`src/rtl/c_expand_stage.sv`:
```
// c_expand_stage
// Decode-side stage behind the misalignment realigner. Each fetch word is
// either a 32-bit instruction (passed through unchanged) or an RV32C 16-bit
// instruction in inst_in[15:0], which is expanded to its RV32I equivalent.
// The result, with its PC and flags, goes into a 2-entry skid buffer. Entry M
// drives the outputs. Entry S holds a word that was accepted while M was
// stalled.
//
// Ports:
//   clk, reset          clock; asynchronous active-high reset
//   sel_for_branch      flush: drop buffered and incoming words this cycle
//   in_valid/in_ready   upstream handshake
//   pc_in, inst_in      PC and fetch word; compressed iff inst_in[1:0]!=2'b11
//   pc_misaligned_i     realigner flag, carried alongside the word
//   out_valid/out_ready decoder handshake
//   out_pc, out_pc_next PC and sequential next PC (+2 compressed, +4 otherwise)
//   out_inst            32-bit instruction (NOP_INST while out_valid=0)
//   out_is_compressed   source word was 16-bit
//   out_illegal         reserved/unsupported compressed encoding
//   out_misaligned      registered copy of pc_misaligned_i
//
// Handshake: a transfer happens on a rising edge where valid and ready are
// both high. in_ready is a pure register output (!S.valid) with no path from
// out_ready. out_* fields stay stable while out_valid=1 and out_ready=0.
// sel_for_branch overrides both sides: nothing is accepted, and both entries
// are empty after the edge.
module c_expand_stage #(
  parameter logic [31:0] RESET_PC = 32'h0000_0000,
  parameter logic [31:0] NOP_INST = 32'h0000_0013
) (
  input  logic        clk,
  input  logic        reset,
  input  logic        sel_for_branch,
  input  logic        in_valid,
  output logic        in_ready,
  input  logic [31:0] pc_in,
  input  logic [31:0] inst_in,
  input  logic        pc_misaligned_i,
  output logic        out_valid,
  input  logic        out_ready,
  output logic [31:0] out_pc,
  output logic [31:0] out_pc_next,
  output logic [31:0] out_inst,
  output logic        out_is_compressed,
  output logic        out_illegal,
  output logic        out_misaligned
);

  localparam logic [6:0] OP_IMM    = 7'h13;
  localparam logic [6:0] OP_LOAD   = 7'h03;
  localparam logic [6:0] OP_STORE  = 7'h23;
  localparam logic [6:0] OP_LUI    = 7'h37;
  localparam logic [6:0] OP_JAL    = 7'h6F;
  localparam logic [6:0] OP_JALR   = 7'h67;
  localparam logic [6:0] OP_BRANCH = 7'h63;
  localparam logic [6:0] OP_REG    = 7'h33;

  typedef struct packed {
    logic [31:0] pc;
    logic [31:0] inst;
    logic        comp;
    logic        ill;
    logic        mis;
  } entry_t;

  // Expander
  logic [15:0] c;
  logic [4:0]  rd, rs2, rdp, rs1p;
  logic [19:0] j_imm;      // J-type immediate field bits [31:12]
  logic [31:0] exp_inst;
  logic        exp_ill;
  logic [2:0]  alu_f3;
  logic        is_comp;

  assign c       = inst_in[15:0];
  assign is_comp = (inst_in[1:0] != 2'b11);
  assign rd      = c[11:7];
  assign rs2     = c[6:2];
  assign rdp     = {2'b01, c[4:2]};
  assign rs1p    = {2'b01, c[9:7]};
  // c.jal/c.j offset scrambled into the jal layout imm[20|10:1|11|19:12]
  assign j_imm   = {c[12], c[8], c[10:9], c[6], c[7], c[2], c[11], c[5:3],
                    c[12], {8{c[12]}}};

  always_comb begin
    exp_inst = {16'h0000, c};
    exp_ill  = 1'b0;
    alu_f3   = 3'b000;
    case (c[1:0])
      2'b00: begin
        case (c[15:13])
          3'b000: begin // c.addi4spn
            exp_ill  = (c[12:5] == 8'h00);
            exp_inst = {2'b00, c[10:7], c[12:11], c[5], c[6], 2'b00, 5'd2, 3'b000, rdp, OP_IMM};
          end
          3'b010: exp_inst = {5'b0, c[5], c[12:10], c[6], 2'b00, rs1p, 3'b010, rdp, OP_LOAD};
          3'b110: exp_inst = {5'b0, c[5], c[12], rdp, rs1p, 3'b010, c[11:10], c[6], 2'b00, OP_STORE};
          default: exp_ill = 1'b1; // FP loads/stores and reserved
        endcase
      end
      2'b01: begin
        case (c[15:13])
          3'b000: exp_inst = {{7{c[12]}}, c[6:2], rd, 3'b000, rd, OP_IMM};
          3'b001: exp_inst = {j_imm, 5'd1, OP_JAL};
          3'b010: exp_inst = {{7{c[12]}}, c[6:2], 5'd0, 3'b000, rd, OP_IMM};
          3'b011: begin
            exp_ill = ({c[12], c[6:2]} == 6'h00);
            if (rd == 5'd2) // c.addi16sp
              exp_inst = {{3{c[12]}}, c[4:3], c[5], c[2], c[6], 4'b0000, 5'd2, 3'b000, 5'd2, OP_IMM};
            else            // c.lui
              exp_inst = {{15{c[12]}}, c[6:2], rd, OP_LUI};
          end
          3'b100: begin
            case (c[11:10])
              2'b00: begin
                exp_ill  = c[12];
                exp_inst = {7'b0000000, c[6:2], rs1p, 3'b101, rs1p, OP_IMM};
              end
              2'b01: begin
                exp_ill  = c[12];
                exp_inst = {7'b0100000, c[6:2], rs1p, 3'b101, rs1p, OP_IMM};
              end
              2'b10: exp_inst = {{7{c[12]}}, c[6:2], rs1p, 3'b111, rs1p, OP_IMM};
              default: begin
                // c[12]=1 selects the RV64-only subw/addw group
                exp_ill = c[12];
                case (c[6:5])
                  2'b00:   alu_f3 = 3'b000;
                  2'b01:   alu_f3 = 3'b100;
                  2'b10:   alu_f3 = 3'b110;
                  default: alu_f3 = 3'b111;
                endcase
                exp_inst = {(c[6:5] == 2'b00) ? 7'b0100000 : 7'b0000000, rdp, rs1p, alu_f3, rs1p, OP_REG};
              end
            endcase
          end
          3'b101: exp_inst = {j_imm, 5'd0, OP_JAL};
          default: // c.beqz / c.bnez; c[13] picks funct3 000 vs 001
            exp_inst = {{4{c[12]}}, c[6:5], c[2], 5'd0, rs1p, {2'b00, c[13]}, c[11:10], c[4:3], c[12], OP_BRANCH};
        endcase
      end
      2'b10: begin
        case (c[15:13])
          3'b000: begin
            exp_ill  = c[12];
            exp_inst = {7'b0000000, c[6:2], rd, 3'b001, rd, OP_IMM};
          end
          3'b010: begin
            exp_ill  = (rd == 5'd0);
            exp_inst = {4'b0, c[3:2], c[12], c[6:4], 2'b00, 5'd2, 3'b010, rd, OP_LOAD};
          end
          3'b100: begin
            if (!c[12]) begin
              if (rs2 == 5'd0) begin // c.jr
                exp_ill  = (rd == 5'd0);
                exp_inst = {12'h000, rd, 3'b000, 5'd0, OP_JALR};
              end else begin         // c.mv
                exp_inst = {7'b0, rs2, 5'd0, 3'b000, rd, OP_REG};
              end
            end else begin
              if (rs2 == 5'd0) begin
                if (rd == 5'd0) exp_inst = 32'h0010_0073; // c.ebreak
                else            exp_inst = {12'h000, rd, 3'b000, 5'd1, OP_JALR};
              end else begin         // c.add
                exp_inst = {7'b0, rs2, rd, 3'b000, rd, OP_REG};
              end
            end
          end
          3'b110: exp_inst = {4'b0, c[8:7], c[12], rs2, 5'd2, 3'b010, c[11:9], 2'b00, OP_STORE};
          default: exp_ill = 1'b1; // FP SP-relative forms
        endcase
      end
      default: exp_ill = 1'b0; // 32-bit word, expander output unused
    endcase
    // Illegal encodings hand the raw halfword to the decoder for trap info
    if (exp_ill) exp_inst = {16'h0000, c};
  end

  entry_t new_e;
  assign new_e = '{pc:   pc_in,
                   inst: is_comp ? exp_inst : inst_in,
                   comp: is_comp,
                   ill:  is_comp & exp_ill,
                   mis:  pc_misaligned_i};

  // Skid buffer
  entry_t m_e, s_e;
  logic   m_valid, s_valid;
  logic   accept;

  assign in_ready = !s_valid;
  assign accept   = in_valid && !s_valid && !sel_for_branch;

  always_ff @(posedge clk or posedge reset) begin
    if (reset) begin
      m_valid <= 1'b0;
      s_valid <= 1'b0;
      m_e     <= '0;
      s_e     <= '0;
    end else if (sel_for_branch) begin
      m_valid <= 1'b0;
      s_valid <= 1'b0;
    end else if (!m_valid || out_ready) begin
      // M is free this cycle: refill from S first to keep order
      if (s_valid) begin
        m_e     <= s_e;
        m_valid <= 1'b1;
        s_valid <= accept;
        if (accept) s_e <= new_e;
      end else begin
        m_valid <= accept;
        if (accept) m_e <= new_e;
      end
    end else if (accept) begin
      s_e     <= new_e;
      s_valid <= 1'b1;
    end
  end

  assign out_valid         = m_valid;
  assign out_pc            = m_valid ? m_e.pc : RESET_PC;
  assign out_pc_next       = m_valid ? (m_e.pc + (m_e.comp ? 32'd2 : 32'd4)) : RESET_PC;
  assign out_inst          = m_valid ? m_e.inst : NOP_INST;
  assign out_is_compressed = m_valid & m_e.comp;
  assign out_illegal       = m_valid & m_e.ill;
  assign out_misaligned    = m_valid & m_e.mis;

endmodule
```
`config.mk`:
```
export PLATFORM = sky130hd
export DESIGN_NAME = c_expand_stage
export DESIGN_NICKNAME = d
export VERILOG_FILES = /design/src/rtl/c_expand_stage.sv
export SDC_FILE = /design/constraint.sdc
export NUM_CORES = 1
export LEC_CHECK = 0
export CAP_MARGIN = 20
export CORE_ASPECT_RATIO = 0.9
export CORE_MARGIN = 2
export CORE_UTILIZATION = 30
export CTS_CLUSTER_SIZE = 25
export DETAILED_ROUTE_END_ITERATION = 6
export PLACE_DENSITY = 0.58
export SYNTH_ARGS = -nofsm -noshare
export SYNTH_HDL_FRONTEND = slang
export SYNTH_SLANG_ARGS = --single-unit
```
`constraint.sdc`:
```
create_clock -name clk -period 5.3 [get_ports clk]
set_input_delay 0.795 -clock clk [delete_from_list [all_inputs] [get_ports clk]]
set_output_delay 0.795 -clock clk [all_outputs]
set_load 0.005 [all_outputs]
```
Yosys cells after proc, flatten, opt, wreduce, memory -nomap -nowiden. Index checks and enable logic that the tools add are counted.

Muxes and demuxes: 37. Reductions and logical operators: 20. Add/subtract/negate cells: 1. Bitwise logic cells: 5. Eq/ne operators: 15.

Operator list (count): $mux W67 (5); $mux W32 (7); $pmux W32 S3 (2); $pmux W32 S6 (1); $pmux W32 S4 (1); $pmux W30 S3 (1); $add A32 B3 Y32 (1); $mux W29 (1); $mux W25 (1); $mux W21 (1); $logic_not A5 Y1 (2); $mux W1 (10); $eq A3 B3 Y1 const B (3); $pmux W3 S3 (1); $logic_not A8 Y1 (1); $eq A2 B1 Y1 const B (3); $eq A2 B2 Y1 const B (3); $eq A3 B2 Y1 const B (2); $logic_not A2 Y1 (3); $logic_not A6 Y1 (1); $mux W6 (1); $eq A5 B2 Y1 const B (1); $and A1 B1 Y1 (4); $ne A2 B2 Y1 const B (2); 15 further kinds (20).

Word-level logic and storage cells: 90. Register bits after elaboration: 136. Bits of input ports: 70.

Depth between registers and ports, before layout.
Depth after elaboration: 11. Gate-level depth with buffers: 10. Depth with buffers taken out: 8.

Worst setup path before layout. OpenSTA, ideal clock, no wires.

Path kind: reg2out. From: register m_e[2] in the netlist's numbering. To: output out_pc_next[31]. Required time: 4.505 ns. Arrival time: 2.256 ns. Buffers on the path: 1. Cell stages (with the launch flop): 10. Setup slack: 2.249 ns. Path through: dfrtp_1 -> ha_1 -> inv_1 -> fa_1 -> or2_2 -> clkbuf_1 -> nor4_1 -> nand4_1 -> xnor2_1 -> and2_1.

Word-level cells in the longest chain between the ends: 3.

RTL lines: from (decl) (RTL line 187) `entry_t m_e, s_e;`; from (signal assigned) (RTL line 212) `if (accept) m_e <= new_e;`; $mux W3 (RTL line 222) `assign out_pc_next = m_valid ? (m_e.pc + (m_e.comp ? 32'd2 : 32'd4)) : RESET_PC;`; $add A32 B3 Y32 (RTL line 222); $mux W32 (RTL line 222); to (decl) (RTL line 42) `output logic [31:0] out_pc_next,`.

Every way passes these cells.

Worst setup path in the final report. Ends and elaborated chain as after synthesis.

==> flow_metrics.py <==
metrics = {
    "outcome": {
        "outcome": "finished clean",
    },
    "critical_path": {
        "r2r_end": "m_e[28]",
        "worstPathRequired_ns": 4.51,
        "path_max_fanout": 5,
        "reg2regPathDepth": 7,
        "regToRegSetupSlack_ns": 2.14,
        "path_class": "flip-flop to primary output",
        "worstSetupStartpointType": "flip-flop",
        "worst_setup_path_end_kind": "primary output",
        "arrival_ns": 3.54,
        "crit-reg2reg-launch": "s_valid",
    },
    "clock_tree": {
        "hold_buffers": 0,
        "tritoncts": "yes",
        "htree_levels": 4,
        "ctsResizeCount": 0,
        "post_cts_buffers": 0,
        "clk_latency_ns": 0.43,
        "numCtsBuffers": 17,
        "clockBufferDepth": 2,
        "cts-root-buf": "clkbuf_16",
        "clock_sinks": 136,
        "clk_pin_slew_worst_paths_ns": 0.07,
    },
    "yosys": {
        "synth_cells": 1085,
        "syn_area_mm2": 0.00869,
        "synth_cell_types": 67,
        "ys_ff_latch": 136,
        "synthFlopType": "dfrtp_1",
        "synth-seq-area-share": 0.392,
        "avgSynthCellArea_um2": 8.01,
        "ys_warn_count": 0,
        "synth-edff-count": 0,
        "syn_nets": 1162,
        "ys_async_sr_fraction": 1.00,
    },
    "drt": {
        "firstDrtPassIters": 5,
        "viasPerCell": 5.26,
        "post-route-drc-count": 0,
        "wl_per_cell_um": 18.9,
        "ant_nets": 0,
        "drtIter0Drc": 707,
        "vias": 8371,
        "drt_wl_total_mm": 30.2,
    },
    "floorplanning": {
        "rows": 59,
        "die-area_mm2": 0.0303,
        "io_pins": 171,
        "die_h_um": 165,
        "core_mm2": 0.0287,
        "initial_core_util": 0.303,
        "die_width_um": 183,
    },
    "cells_and_area": {
        "syn_to_final_growth_pct": 29.8,
        "post-route-util": 0.393,
        "fin_nets": 1290,
        "drive_above_1_share": 0.0677,
        "num_antenna_cells": 0,
    },
    "power": {
        "comb_power_share": 0.225,
        "power.switching_mw": 1.04,
        "p_int_mw": 2.23,
        "p_leak_nw": 4.63,
        "clkPwrFrac": 0.350,
        "power_density_mw_per_mm2": 290,
        "p_sw_frac": 0.318,
        "power.total_mw": 3.27,
        "seqPwrFrac": 0.425,
        "ir_drop_v": 0.000235,
    },
    "timing": {
        "grt_setup_unrepaired": "false",
        "hold_viol": 0,
        "fin_setup_tns_ns": 0,
        "fin_crit_sh": 0.819,
        "setup_viol": 0,
        "period_minus_slack_ns": 4.34,
        "slew_headroom": 0.356,
        "fmax_ghz": 0.230,
        "worst_pin_slew_ns": 0.966,
        "fin_worst_skew_ns": 0.0109,
        "slew_violations": 0,
    },
    "global_routing": {
        "antenna_found_initial": 0,
        "grtUsageTotal": 0.199,
        "grt_pass1_vias": 7807,
        "grt_pass1_wl_mm": 46.7,
        "grt_max_degree": 104,
        "grt.overflow.total": 0,
    },
    "worst_hold_path": {
        "hp-start": "s_e[32]",
        "hold_path_depth": 2,
        "hold_class": "flip-flop to flip-flop",
        "min_to": "s_e[32]",
    },
    "placed_design": {
        "dpl.hpwl_mm": 21.3,
        "numPortBuffers": 170,
        "gp_congestion": 0.948,
    },
    "job": {
        "maxCapViolations": 0,
    },
}
==> stage by stage <==
stage,cells,hold WS (ns),cell area [um2],setup slack [ns]
final,1592,0.473,11300,0.960
after global routing,1592,0.492,11300,0.731
after CTS,1592,0.477,11300,0.940
after detailed placement,1560,0.462,10700,1.31
after global placement,1560,0.456,10700,1.34
after floorplan,1085,0.440,8690,0.866
==> flip-flops by register name (all words and copies together) (netlist names) <==
signal     cells
out_valid      1
m_e           67
s_valid        1
s_e           67
==> cell families (layout without fill, tap and decap cells) <==
group	Yosys count	count (layout)	share of synthesized area
adders and majority gates	7	7	0.0109
AOI/OAI and AO/OA	264	264	0.184
muxes	47	47	0.0546
xor gates and xnor gates	26	26	0.0262
and+or+nand+nor	498	498	0.283
DFF	136	136	0.392
buffers and inverters	107	248	0.0495
==> per-layer routing <==
metal	vias to the layer above	GRT usage	wire length, um
met3	60	0.0340	1700
met5	-	0	0
met1	3974	0.294	14600
li1	4009	-	-
met2	328	0.292	13100
met4	0	0.0687	714
==> cells in the mapped netlist, types with 4 or more instances <==
cell type / instances / area [um2]
or2_2: 8 / 50.1
a21oi_1: 47 / 235
inv_1: 17 / 63.8
a22oi_1: 12 / 90.1
ha_1: 6 / 75.1
dfrtp_1: 136 / 3400
nor2b_1: 7 / 43.8
nand2_1: 216 / 811
nand3_1: 31 / 155
and4_1: 5 / 43.8
o31ai_1: 8 / 60.1
nand4_1: 10 / 62.6
or3_1: 22 / 138
and2_1: 100 / 626
nor2_1: 44 / 165
o21ai_1: 19 / 95.1
o211ai_1: 6 / 45.0
buf_1: 7 / 26.3
mux2i_1: 44 / 440
nor3_1: 13 / 65.1
nand2b_1: 14 / 87.6
clkbuf_1: 69 / 259
xnor2_1: 23 / 201
o21ai_0: 102 / 510
buf_2: 7 / 35.0
a21boi_0: 4 / 30.0
o221ai_1: 4 / 35.0
a31oi_1: 22 / 138
o2111ai_1: 5 / 43.8
and3_1: 17 / 106
==> critical path, stage by stage, from the launching register on <==
cell and delay, ns:
dfrtp_1 0.41, ha_1 0.19, inv_1 0.06, fa_1 0.42
or2_2 0.39, nor4_1 0.65, nand4_1 0.21, xnor2_1 0.16
and2_1 0.13, clkdlybuf4s50_1 0.49
==> power by group through the flow <==
stage	clock, mW	sequential (mW)	combinational, mW
floorplan	0	1.35	0.444
global route	1.21	1.42	0.822
detailed placement	0	1.41	0.737
CTS	1.17	1.39	0.740
global placement	0	1.40	0.731
finish	1.14	1.39	0.738
==> final cells by class <==
| class | count | area, um2 |
|---|---|---|
| fill | 2991 | 17400 |
| clock buffer | 18 | 439 |
| multi-input combinational | 842 | 4860 |
| inverter | 19 | 76.3 |
| sequential | 136 | 3410 |
| tap | 366 | 458 |
| timing repair buffer | 197 | 1900 |
| clock inverter | 14 | 130 |
==> layout by cell type (no fill, tap or decap), types with 19 or more instances in the layout <==
| master | Yosys | layout |
|---|---|---|
| nand2_1 | 216 | 214 |
| clkdlybuf4s50_1 | 0 | 170 |
| dfrtp_1 | 136 | 134 |
| o21ai_0 | 102 | 102 |
| and2_1 | 100 | 99 |
| a21oi_1 | 47 | 47 |
| nor2_1 | 44 | 44 |
| mux2i_1 | 44 | 44 |
| nand3_1 | 31 | 31 |
| buf_4 | 3 | 27 |
| xnor2_1 | 23 | 23 |
| or3_1 | 22 | 22 |
| a31oi_1 | 22 | 22 |
| o21ai_1 | 19 | 19 |
==> worst max-delay path by stage <==
stage	cells after the start	from	slack (ns)	to
after floorplan	1	reset	0.87	m_e[0]
after global placement	8	inst_in[15]	1.34	m_e[4]
after detailed placement	8	inst_in[15]	1.31	m_e[8]
after CTS	9	m_e[2]	0.94	out_pc_next[31]
after global routing	9	m_e[2]	0.73	out_pc_next[31]
final	9	m_e[2]	0.96	out_pc_next[31]
(Power assumes the default switching activity.)
